File: src/rtl/fetchcontrol_pkg.sv
`default_nettype none
// +----------------------------------------------------------------------+
// | fetchcontrol_pkg                                                     |
// | Shared widths, PC increment and fetch sequencer state encodings.     |
// | Revision: 1.0                                                        |
// +----------------------------------------------------------------------+
package fetchcontrol_pkg;

  // Datapath widths inherited from the core bus definitions
  localparam int c_WORDSIZE = 64;
  localparam int c_INSTSIZE = 32;

  // Byte distance between consecutive instruction words
  localparam int c_PCINCR = 4;

  // Fetch sequencer states
  typedef enum logic [1:0] {
    FETCH_IDLE  = 2'd0,
    FETCH_RUN   = 2'd1,
    FETCH_DRAIN = 2'd2
  } fetch_state_t;

endpackage
`default_nettype wire

File: src/rtl/fetchcontrol_if.sv
`default_nettype none
// +----------------------------------------------------------------------+
// | fetchcontrol_if                                                      |
// | Instruction-memory handshake, hazard/branch inputs and IF/ID feed.   |
// | Revision: 1.0                                                        |
// +----------------------------------------------------------------------+
interface fetchcontrol_if
  import fetchcontrol_pkg::*;
#(
  parameter int ADDRSIZE = c_WORDSIZE,
  parameter int INSTSIZE = c_INSTSIZE
);

  logic                imem_req;
  logic [ADDRSIZE-1:0] imem_addr;
  logic                imem_ack;
  logic [INSTSIZE-1:0] imem_data;
  logic                stall;
  logic                branch;
  logic [ADDRSIZE-1:0] target;
  logic [INSTSIZE-1:0] inst;
  logic [ADDRSIZE-1:0] inst_pc;
  logic                inst_valid;
  logic                flush;

  // Fetch unit side
  modport master (
    output imem_req, imem_addr, inst, inst_pc, inst_valid, flush,
    input  imem_ack, imem_data, stall, branch, target
  );

  // Memory / pipeline environment side
  modport slave (
    input  imem_req, imem_addr, inst, inst_pc, inst_valid, flush,
    output imem_ack, imem_data, stall, branch, target
  );

endinterface
`default_nettype wire

File: src/rtl/fetchcontrol_instqueue.sv
`default_nettype none
// +----------------------------------------------------------------------+
// | instqueue                                                            |
// | Two-entry FIFO of {inst, pc}; head is a register, clear beats push.  |
// | Revision: 1.0                                                        |
// +----------------------------------------------------------------------+
module instqueue
  import fetchcontrol_pkg::*;
#(
  parameter int ADDRSIZE = c_WORDSIZE,
  parameter int INSTSIZE = c_INSTSIZE
) (
  input  logic                clk,
  input  logic                rst_n,
  input  logic                push,
  input  logic                pop,
  input  logic                clear,
  input  logic [INSTSIZE-1:0] push_inst,
  input  logic [ADDRSIZE-1:0] push_pc,
  output logic [1:0]          count,
  output logic [INSTSIZE-1:0] head_inst,
  output logic [ADDRSIZE-1:0] head_pc,
  output logic                head_valid
);

  logic [INSTSIZE-1:0] r_inst0, r_inst1;
  logic [ADDRSIZE-1:0] r_pc0, r_pc1;
  logic [1:0]          r_count;
  logic                w_pop, w_push;

  // Ignore pop of an empty queue and push into a full one without a pop
  assign w_pop  = pop && (r_count != 2'd0);
  assign w_push = push && ((r_count != 2'd2) || w_pop);

  // Entry 0 is always the head, so a pop shifts entry 1 down
  always_ff @(posedge clk or negedge rst_n) begin
    if (!rst_n) begin
      r_inst0 <= '0;
      r_inst1 <= '0;
      r_pc0   <= '0;
      r_pc1   <= '0;
      r_count <= 2'd0;
    end else if (clear) begin
      r_count <= 2'd0;
    end else begin
      case ({w_push, w_pop})
        2'b10: begin
          if (r_count == 2'd0) begin
            r_inst0 <= push_inst;
            r_pc0   <= push_pc;
          end else begin
            r_inst1 <= push_inst;
            r_pc1   <= push_pc;
          end
          r_count <= r_count + 2'd1;
        end
        2'b01: begin
          r_inst0 <= r_inst1;
          r_pc0   <= r_pc1;
          r_count <= r_count - 2'd1;
        end
        2'b11: begin
          if (r_count == 2'd1) begin
            r_inst0 <= push_inst;
            r_pc0   <= push_pc;
          end else begin
            r_inst0 <= r_inst1;
            r_pc0   <= r_pc1;
            r_inst1 <= push_inst;
            r_pc1   <= push_pc;
          end
        end
        default: ;
      endcase
    end
  end

  assign count      = r_count;
  assign head_inst  = r_inst0;
  assign head_pc    = r_pc0;
  assign head_valid = (r_count != 2'd0);

endmodule
`default_nettype wire

File: src/rtl/fetchcontrol.sv
`default_nettype none
// +----------------------------------------------------------------------+
// | fetchcontrol                                                         |
// | LEGv8 fetch sequencer: owns the PC, issues one outstanding imem      |
// | request at a time, buffers words and redirects on taken branches.    |
// | Revision: 1.0                                                        |
// +----------------------------------------------------------------------+
module fetchcontrol
  import fetchcontrol_pkg::*;
#(
  parameter int                  ADDRSIZE = c_WORDSIZE,
  parameter int                  INSTSIZE = c_INSTSIZE,
  parameter logic [ADDRSIZE-1:0] RESETPC  = '0
) (
  input  logic           clk,
  input  logic           rst_n,
  fetchcontrol_if.master bus
);

  localparam logic [ADDRSIZE-1:0] c_ALIGN_MASK = ~ADDRSIZE'(3);
  localparam logic [ADDRSIZE-1:0] c_RESETPC    = RESETPC & c_ALIGN_MASK;
  localparam logic [ADDRSIZE-1:0] c_PCSTEP     = ADDRSIZE'(c_PCINCR);

  fetch_state_t        r_state, w_state_nx;
  logic [ADDRSIZE-1:0] r_pc, w_pc_nx;
  logic [ADDRSIZE-1:0] r_addr, w_addr_nx;
  logic                r_req, w_req_nx;
  logic                r_flush;
  logic                w_acked, w_push, w_pop;
  logic [1:0]          w_qcount, w_count_nx;
  logic [INSTSIZE-1:0] w_head_inst;
  logic [ADDRSIZE-1:0] w_head_pc;
  logic                w_head_valid;

  // An ack only means something while a request is on the bus
  assign w_acked = r_req && bus.imem_ack;
  // Only data from a request still on the current path is kept
  assign w_push  = w_acked && (r_state == FETCH_RUN) && !bus.branch;
  assign w_pop   = w_head_valid && !bus.stall && !bus.branch;

  instqueue #(
    .ADDRSIZE (ADDRSIZE),
    .INSTSIZE (INSTSIZE)
  ) u_queue (
    .clk        (clk),
    .rst_n      (rst_n),
    .push       (w_push),
    .pop        (w_pop),
    .clear      (bus.branch),
    .push_inst  (bus.imem_data),
    .push_pc    (r_addr),
    .count      (w_qcount),
    .head_inst  (w_head_inst),
    .head_pc    (w_head_pc),
    .head_valid (w_head_valid)
  );

  // Sequencer state, PC, request and flush registers
  always_ff @(posedge clk or negedge rst_n) begin
    if (!rst_n) begin
      r_state <= FETCH_IDLE;
      r_pc    <= c_RESETPC;
      r_addr  <= c_RESETPC;
      r_req   <= 1'b0;
      r_flush <= 1'b0;
    end else begin
      r_state <= w_state_nx;
      r_pc    <= w_pc_nx;
      r_addr  <= w_addr_nx;
      r_req   <= w_req_nx;
      r_flush <= bus.branch;
    end
  end

  // Next state, PC and request; issue looks at post-edge queue occupancy
  always_comb begin
    w_state_nx = r_state;
    w_pc_nx    = r_pc;
    w_addr_nx  = r_addr;
    w_req_nx   = r_req;
    w_count_nx = w_qcount;

    if (bus.branch)
      w_count_nx = 2'd0;
    else if (w_push && !w_pop)
      w_count_nx = w_qcount + 2'd1;
    else if (w_pop && !w_push)
      w_count_nx = w_qcount - 2'd1;

    case (r_state)
      FETCH_IDLE: w_state_nx = FETCH_RUN;
      FETCH_RUN: begin
        if (w_acked) begin
          w_req_nx = 1'b0;
          if (w_push)
            w_pc_nx = r_pc + c_PCSTEP;
        end
      end
      FETCH_DRAIN: begin
        if (w_acked) begin
          w_req_nx   = 1'b0;
          w_state_nx = FETCH_RUN;
        end
      end
      default: w_state_nx = FETCH_IDLE;
    endcase

    // A redirect wins over everything; a stranded request forces DRAIN
    if (bus.branch) begin
      w_pc_nx    = bus.target & c_ALIGN_MASK;
      w_state_nx = (r_req && !bus.imem_ack) ? FETCH_DRAIN : FETCH_RUN;
    end

    if ((r_state == FETCH_RUN) && !w_req_nx && (w_count_nx < 2'd2)) begin
      w_req_nx  = 1'b1;
      w_addr_nx = w_pc_nx;
    end
  end

  assign bus.imem_req   = r_req;
  assign bus.imem_addr  = r_addr;
  assign bus.flush      = r_flush;
  assign bus.inst       = w_head_inst;
  assign bus.inst_pc    = w_head_pc;
  assign bus.inst_valid = w_head_valid;

endmodule
`default_nettype wire

File: src/flat_wrapper.sv
// flat-port wrapper written by rule: the top's interface ports become plain ports
module fetchcontrol_flat import fetchcontrol_pkg::*;
#(
  parameter int                  ADDRSIZE = c_WORDSIZE,
  parameter int                  INSTSIZE = c_INSTSIZE,
  parameter logic [ADDRSIZE-1:0] RESETPC  = '0
)
  (clk, rst_n, bus_imem_req, bus_imem_addr, bus_inst, bus_inst_pc, bus_inst_valid, bus_flush, bus_imem_ack, bus_imem_data, bus_stall, bus_branch, bus_target);
  fetchcontrol_if #(.ADDRSIZE(ADDRSIZE), .INSTSIZE(INSTSIZE)) bus_i ();
  input  logic clk;
  input  logic rst_n;
  output wire logic [$bits(bus_i.imem_req)-1:0] bus_imem_req;
  output wire logic [$bits(bus_i.imem_addr)-1:0] bus_imem_addr;
  output wire logic [$bits(bus_i.inst)-1:0] bus_inst;
  output wire logic [$bits(bus_i.inst_pc)-1:0] bus_inst_pc;
  output wire logic [$bits(bus_i.inst_valid)-1:0] bus_inst_valid;
  output wire logic [$bits(bus_i.flush)-1:0] bus_flush;
  input wire logic [$bits(bus_i.imem_ack)-1:0] bus_imem_ack;
  input wire logic [$bits(bus_i.imem_data)-1:0] bus_imem_data;
  input wire logic [$bits(bus_i.stall)-1:0] bus_stall;
  input wire logic [$bits(bus_i.branch)-1:0] bus_branch;
  input wire logic [$bits(bus_i.target)-1:0] bus_target;
  assign bus_imem_req = bus_i.imem_req;
  assign bus_imem_addr = bus_i.imem_addr;
  assign bus_inst = bus_i.inst;
  assign bus_inst_pc = bus_i.inst_pc;
  assign bus_inst_valid = bus_i.inst_valid;
  assign bus_flush = bus_i.flush;
  assign bus_i.imem_ack = bus_imem_ack;
  assign bus_i.imem_data = bus_imem_data;
  assign bus_i.stall = bus_stall;
  assign bus_i.branch = bus_branch;
  assign bus_i.target = bus_target;
  fetchcontrol #(.ADDRSIZE(ADDRSIZE), .INSTSIZE(INSTSIZE), .RESETPC(RESETPC)) u_core (.clk(clk), .rst_n(rst_n), .bus(bus_i));
endmodule
File: config.mk
export PLATFORM = sky130hd
export DESIGN_NAME = fetchcontrol_flat
export DESIGN_NICKNAME = d
export VERILOG_FILES = /design/src/rtl/fetchcontrol_pkg.sv /design/src/rtl/fetchcontrol_if.sv /design/src/rtl/fetchcontrol_instqueue.sv /design/src/rtl/fetchcontrol.sv /design/src/flat_wrapper.sv
export SDC_FILE = /design/constraint.sdc
export NUM_CORES = 1
export LEC_CHECK = 0
export CAP_MARGIN = 20
export CORE_MARGIN = 4
export CORE_UTILIZATION = 36
export CTS_CLUSTER_DIAMETER = 30
export DETAILED_ROUTE_END_ITERATION = 6
export PLACE_DENSITY = 0.61
export SLEW_MARGIN = 0
export SYNTH_ARGS = -nofsm -noshare
export SYNTH_HDL_FRONTEND = slang
export SYNTH_SLANG_ARGS = --single-unit
File: constraint.sdc
create_clock -name clk -period 7.9 [get_ports clk]
set_input_delay 1.58 -clock clk [delete_from_list [all_inputs] [get_ports clk]]
set_output_delay 1.58 -clock clk [all_outputs]
set_load 0.01 [all_outputs]
==> results of run 1 <==
==> metrics by stage <==
stage,utilization [%],hold WS [ps],instance area [sq um],setup WS (ps),total power (uW)
finish,51.5,472,21100,3090,8800
global route,51.5,495,21100,2850,9320
CTS,51.5,480,21100,3060,8930
detailed placement,44.1,470,18100,2440,5280
global placement,44.1,461,18000,2500,5200
floorplan,-,469,14900,4440,4000
==> final cells by class <==
class	instances	area share [%]
Clock inverter	46	2.94
Tap cell	532	3.16
Clock buffer	111	11.4
Multi-Input combinational cell	903	30.4
Timing Repair Buffer	274	13.1
Inverter	17	0.303
Sequential cell	326	38.7
Antenna cell	1	0.0119
==> power breakdown <==
| group | internal, uW | switching (uW) |
|---|---|---|
| combinational | 1350 | 1150 |
| clock | 2550 | 1030 |
| sequential | 2280 | 449 |
| total | 6170 | 2630 |
==> cells by family (layout without fill, tap and decap cells) <==
kind of cell | count (synthesis) | after routing | share of synthesized area [%]
AOI/OAI and AO/OA | 199 | 199 | 7.88
muxes | 253 | 253 | 18.3
other | 0 | 1 | 0
DFF | 326 | 326 | 54.7
xor gates and xnor gates | 40 | 40 | 2.35
and+or+nand+nor | 404 | 404 | 13.6
buffers and inverters | 95 | 448 | 2.61
adders and majority gates | 7 | 7 | 0.570
==> sequential cells by signal, summed over array words and instances, names as in the netlist <==
name	count
u_core.u_queue.r_pc1	64
u_core.u_queue.r_inst1	32
u_core.r_state	2
u_core.bus.imem_req	1
u_core.u_queue.head_pc	64
u_core.bus.flush	1
u_core.r_pc	64
u_core.u_queue.head_inst	32
u_core.u_queue.count	2
u_core.bus.imem_addr	64
==> critical path: cells and delay by family <==
kind / cells / cell delay, ps
mux: 1 / 370
compound gates: 1 / 230
simple gates: 2 / 1390
buf+inv: 2 / 1130
fa+ha+maj: 1 / 540
==> placed cells by master, fill, tap and decap left out, drive strengths merged, types with 3 or more instances in the layout <==
master	instances
and4	7
inv	23
ha	6
nor3	28
nand4	51
nand3	33
a31oi	10
a211o	3
or3	4
nor2b	8
o21ai	139
clkdlybuf4s50	259
nand4b	3
o31ai	13
or4	8
dfrtp	326
a22oi	3
buf	15
a21oi	9
clkinvlp	5
clkbuf	111
o31a	5
and3	11
nor2	51
mux2i	97
xor2	26
xnor2	14
bufinv	13
mux2	156
nand2	169
and2	7
clkinv	22
a31o	3
nor4	18
==> layer usage <==
layer / vias to the layer above / global-route usage, % / wire [microns]
li1: 5361 / - / -
met1: 5618 / 26.4 / 19600
met2: 349 / 29.4 / 19400
met3: 81 / 5.36 / 2890
met4: 2 / 7.26 / 1260
met5: - / 0 / 10
==> worst paths after layout <==
path / start / to / slack (ps) / cells past startpoint
max: bus_imem_ack / u_core.bus.imem_addr[39] / 3090 / 7
min: u_core.u_queue.head_pc[37] / u_core.u_queue.head_pc[37] / 470 / 2
max reg2reg: u_core.r_state[1] / u_core.bus.imem_addr[39] / 3630 / 8
min reg2reg: u_core.u_queue.head_pc[37] / u_core.u_queue.head_pc[37] / 470 / 2
max in group asynchronous: rst_n / u_core.u_queue.r_inst1[28] / 5450 / 2
min in group asynchronous: rst_n / u_core.u_queue.head_pc[44] / 990 / 1
==> synthesized netlist by cell type (3+ instances only) <==
master / instances
and2_1: 7
buf_2: 23
a211o_1: 3
nand4_1: 50
and3_1: 11
xnor2_1: 14
nor2b_1: 8
a31o_2: 3
a31oi_1: 7
dfrtp_1: 326
or4_1: 7
nand2_1: 169
o31a_1: 5
xor2_1: 26
nor4_1: 14
and4_1: 7
nor3_1: 27
mux2i_1: 97
o21ai_0: 138
a21oi_1: 9
clkbuf_1: 52
mux2_2: 151
a22oi_1: 3
nand3_1: 32
inv_1: 17
nor4_4: 3
or3_1: 4
nor2_1: 51
mux2_1: 5
ha_1: 6
o31ai_1: 13
==> out/results.ini, run 1 <==
[sta]
min_period_ps=4810
finalCritPeriodShare_pct=60.9
worstMarginPinSlew_ps=1110
slew-limit-headroom_pct=26.2
fmax_mhz=208
setup_tns_ps=0
hold_violations=0
drv_slew=0
setup_violations=0
clock_skew_ps=19.4
rsz0062_at_grt=false

[clock_network]
cts_root_buf=clkbuf_16
ctsResizeCount=0
cts.path.max_buffers=3
clock-sinks=326
clock_latency_ps=580
ctsHoldBuffers=0
postCtsSetupBuffers=0
cts_max_level=3
cts-buffers-inserted=84
cts_tree=yes
clkTransAtPathRegs_ps=40

[placement]
gp_congestion=0.881
dpl.hpwl_microns=29300
placed_cells=2052
numPortBuffers=261

[synth]
ys_seq_area_share_pct=54.7
synth_edf_count=0
netlist_area_sq_um=14900
synth_area_leaders=dfrtp_1 55%, mux2_2 11%, mux2i_1 6.5%, o21ai_0 4.6%, nand2_1 4.3%
synth.largest_area_cell=dfrtp_1
synth_nets=1431
synth_top_area_share_pct=54.7
ys.flop_type=dfrtp_1
yosys_warnings=0
synthCells=1324
async_reset_ff_share_pct=100
synth_seq_cells=326
ys_types=60
syn_avg_cell_area_sq_um=11.3

[worst_setup_path]
crit_type=in2reg
crit_path_top_delay_cell=and3_2
crit_required_ps=8350
crit_path_start_kind=input pin
cp_max_fo=37
endpoint_kind=register
arrival_ps=5250
crit_chain=clkdlybuf4s50_1 > nand3_1 > maj3_1 > o221ai_1 > and3_2 > buf_4 > mux2_2
worst_path_largest_cell_delay_ps=860

[finish]
final_cells=2210
fillers=3642
drive_gt1_share_pct=19.9
area_growth_syn_to_layout_pct=41.3
multi_input_area_sq_um=6420
final-seq-area_sq_um=8160
nNetsFinal=1713

[floorplanning]
std_cell_rows=74
die_height_microns=212
fp.dieW_microns=212
core_area_sq_um=40900
initial_core_util_pct=36.5
fp.dieArea_sq_um=44800
num_io_pins=264

[power]
leakagePower_uw=0.00876
powerDensity_nw_per_um2=418
vdd_drop_max_v=0.000229

[global_routing]
grtUsageTotal_pct=19.3
grt_first_pass_wirelength_microns=68400
grt_start_max_net_pins=158
grt_pass1_vias=11900
antenna_found_initial=2
overflow=0

[detailed_routing]
viasPerCell=5.16
drc=0
via_count=11400
first_iter_violations=719
drt_first_pass_iters=5
wl_per_cell_microns=19.5
postRouteAntennaNets=0
wl_microns=43100

[worst_hold_path]
hold_class=reg2reg

[job]
drv_cap=0

[outcome]
outcome=finished, final reports clean

Power figures use the tool's default switching activity.
==> inputs of run 2 (changes only) <==
PLACE_DENSITY = 0.63   (was 0.61)
clock period = 4.1 ns   (was 7.9 ns; I/O delays follow)
==> out/results.ini, run 2 (synthesis results as in run 1) <==
[power]
leakagePower_uw=0.00874  ; -0.22%
power_frac_seq_pct=32.0  ; +1.0 points
intPower_uw=11300  ; +83%
powerDensity_nw_per_um2=781  ; +87%
vdd_drop_max_v=0.000437  ; +91%
p_comb_share_pct=29.9  ; +1.5 points
power_frac_clock_pct=38.0  ; -2.7 points
swShare_pct=31.3  ; +1.4 points
p_switching_uw=5140  ; +95%

[detailed_routing]
postRouteAntennaNets=0  ; unchanged
first_iter_violations=677  ; -5.8%
via_count=11400  ; -0.18%
wl_microns=43600  ; +1.0%
drc=0  ; unchanged
viasPerCell=5.12  ; -0.76%
wl_per_cell_microns=19.6  ; +0.46%
drt_first_pass_iters=5  ; unchanged

[global_routing]
antenna_found_initial=4  ; +2
grtUsageMet2_pct=29.3  ; -0.088 points
overflow=0  ; unchanged
grt_start_max_net_pins=122  ; -23%
met3_usage_pct=5.66  ; +0.30 points
grt_first_pass_wirelength_microns=68800  ; +0.68%
top_usage_layer=met2
grtUsageMet1_pct=27.2  ; +0.80 points
grtUsageTotal_pct=19.3  ; +0.056 points
grt_pass1_vias=11900  ; -0.33%

[sta]
setup_tns_ps=0  ; unchanged
drv_slew=0  ; unchanged
hold_slack_ps=364  ; -107 ps
clock_skew_ps=19.8  ; +0.405 ps
setup_violations=0  ; unchanged
slew-limit-headroom_pct=36.8  ; +11 points
finalCritPeriodShare_pct=75.0
fmax_mhz=325
rsz0062_at_grt=false
setup_ws_ps=1030  ; -2070 ps
worstMarginPinSlew_ps=947  ; -160 ps
min_period_ps=3070
hold_violations=0  ; unchanged

[floorplanning]
fp.dieArea_sq_um=44800  ; unchanged
fp.dieW_microns=212  ; unchanged
core_area_sq_um=40900  ; unchanged
num_io_pins=264  ; unchanged
std_cell_rows=74  ; unchanged
initial_core_util_pct=36.5  ; unchanged
die_height_microns=212  ; unchanged

[worst_setup_path]
cp.buffers_inverters=1  ; -1
arrival_ps=3580  ; -1670 ps
worst_path_largest_cell_delay_ps=600  ; -260 ps
crit_type=reg2reg
endpoint_kind=register
cp_max_fo=9  ; -76%
crit_path_top_delay_cell=or4_1
crit_required_ps=4610  ; -3740 ps
crit_chain=inv_1 > ha_1 > nand4b_4 > nor4_4 > nand4_1 > or4_1 > nand3_1 > mux2_1
crit_family=simple AND/OR/NAND/NOR gates
crit_path_start_kind=register

[clock_network]
cts-buffers-inserted=80  ; -4.8%
cts.path.max_buffers=3  ; unchanged
cts_max_level=3  ; unchanged
ctsHoldBuffers=0  ; unchanged
clock-sinks=326  ; unchanged
clkTransAtPathRegs_ps=50  ; about the same
clock_latency_ps=580  ; about the same
cts_tree=yes
postCtsSetupBuffers=0  ; unchanged
cts_root_buf=clkbuf_16
ctsResizeCount=0  ; unchanged

[placement]
preCtsSetupSlack_ps=511  ; -1930 ps
dpl.hpwl_microns=30300  ; +3.5%
placed_cell_area_sq_um=18300  ; +1.5%
numPortBuffers=261  ; unchanged
placed_cells=2076  ; +1.2%
gp_congestion=0.860  ; -2.4%

[worst_hold_path]
hold_class=in2async

[finish]
final_common_cell=dfrtp_1
final_cells=2223  ; +0.59%
area_growth_syn_to_layout_pct=41.2  ; about the same
nNetsFinal=1733  ; +1.2%
design_area_sq_um=21100  ; about the same
mostFrequentLayoutCells=326 x dfrtp_1, 259 x clkdlybuf4s50_1, 169 x nand2_1
drive_gt1_share_pct=20.8  ; +0.90 points
num_antenna_cells=0  ; -1

[outcome]
outcome=finished, final reports clean

[job]
drv_cap=0  ; unchanged

## run 2: final cells by class
class | instances | area, sq um
Fill cell | 3632 | 19900
Clock buffer | 95 | 2160
Tap cell | 532 | 666
Timing Repair Buffer | 298 | 3030
Inverter | 17 | 63.8
Multi-Input combinational cell | 903 | 6420
Sequential cell | 326 | 8160
Clock inverter | 52 | 576
## run 2: power by group through the flow
| stage | clock network, uW | logic [uW] | registers [uW] |
|---|---|---|---|
| after floorplan | 0 | 2330 | 5370 |
| after global placement | 0 | 4890 | 5270 |
| after detailed placement | 0 | 4980 | 5320 |
| after CTS | 6380 | 5010 | 5290 |
| after global routing | 6570 | 5390 | 5450 |
| final | 6250 | 4920 | 5270 |
## run 2: path summary, 6_finish.rpt
kind	startpoint	endpoint	slack (ps)	cells after the start
worst max-delay path	u_core.r_state[1]	u_core.bus.imem_addr[50]	1030	8
worst min-delay path	rst_n	u_core.u_queue.head_pc[45]	360	1
worst max register to register	u_core.r_state[1]	u_core.bus.imem_addr[50]	1030	8
worst min register to register	u_core.u_queue.head_pc[45]	u_core.u_queue.head_pc[45]	470	2
max in group asynchronous	rst_n	u_core.u_queue.r_pc1[0]	2790	2
min in group clk	u_core.u_queue.head_pc[45]	u_core.u_queue.head_pc[45]	470	2
## run 2: stage by stage
stage          util [%]  power [uW]
6_report           51.5       16400
5_1_grt            51.5       17400
4_1_cts            51.5       16700
3_5_place_dp       44.8       10300
3_3_place_gp       44.8       10200
2_1_floorplan         -        7700
## run 2: layer usage
layer | part of all wire (%) | wire, microns | up-vias
met5 | 0.096 | 42 | -
met4 | 1.8 | 801 | 8
li1 | - | - | 5403
met3 | 6.6 | 2880 | 64
met2 | 45 | 19700 | 333
met1 | 46 | 20100 | 5583
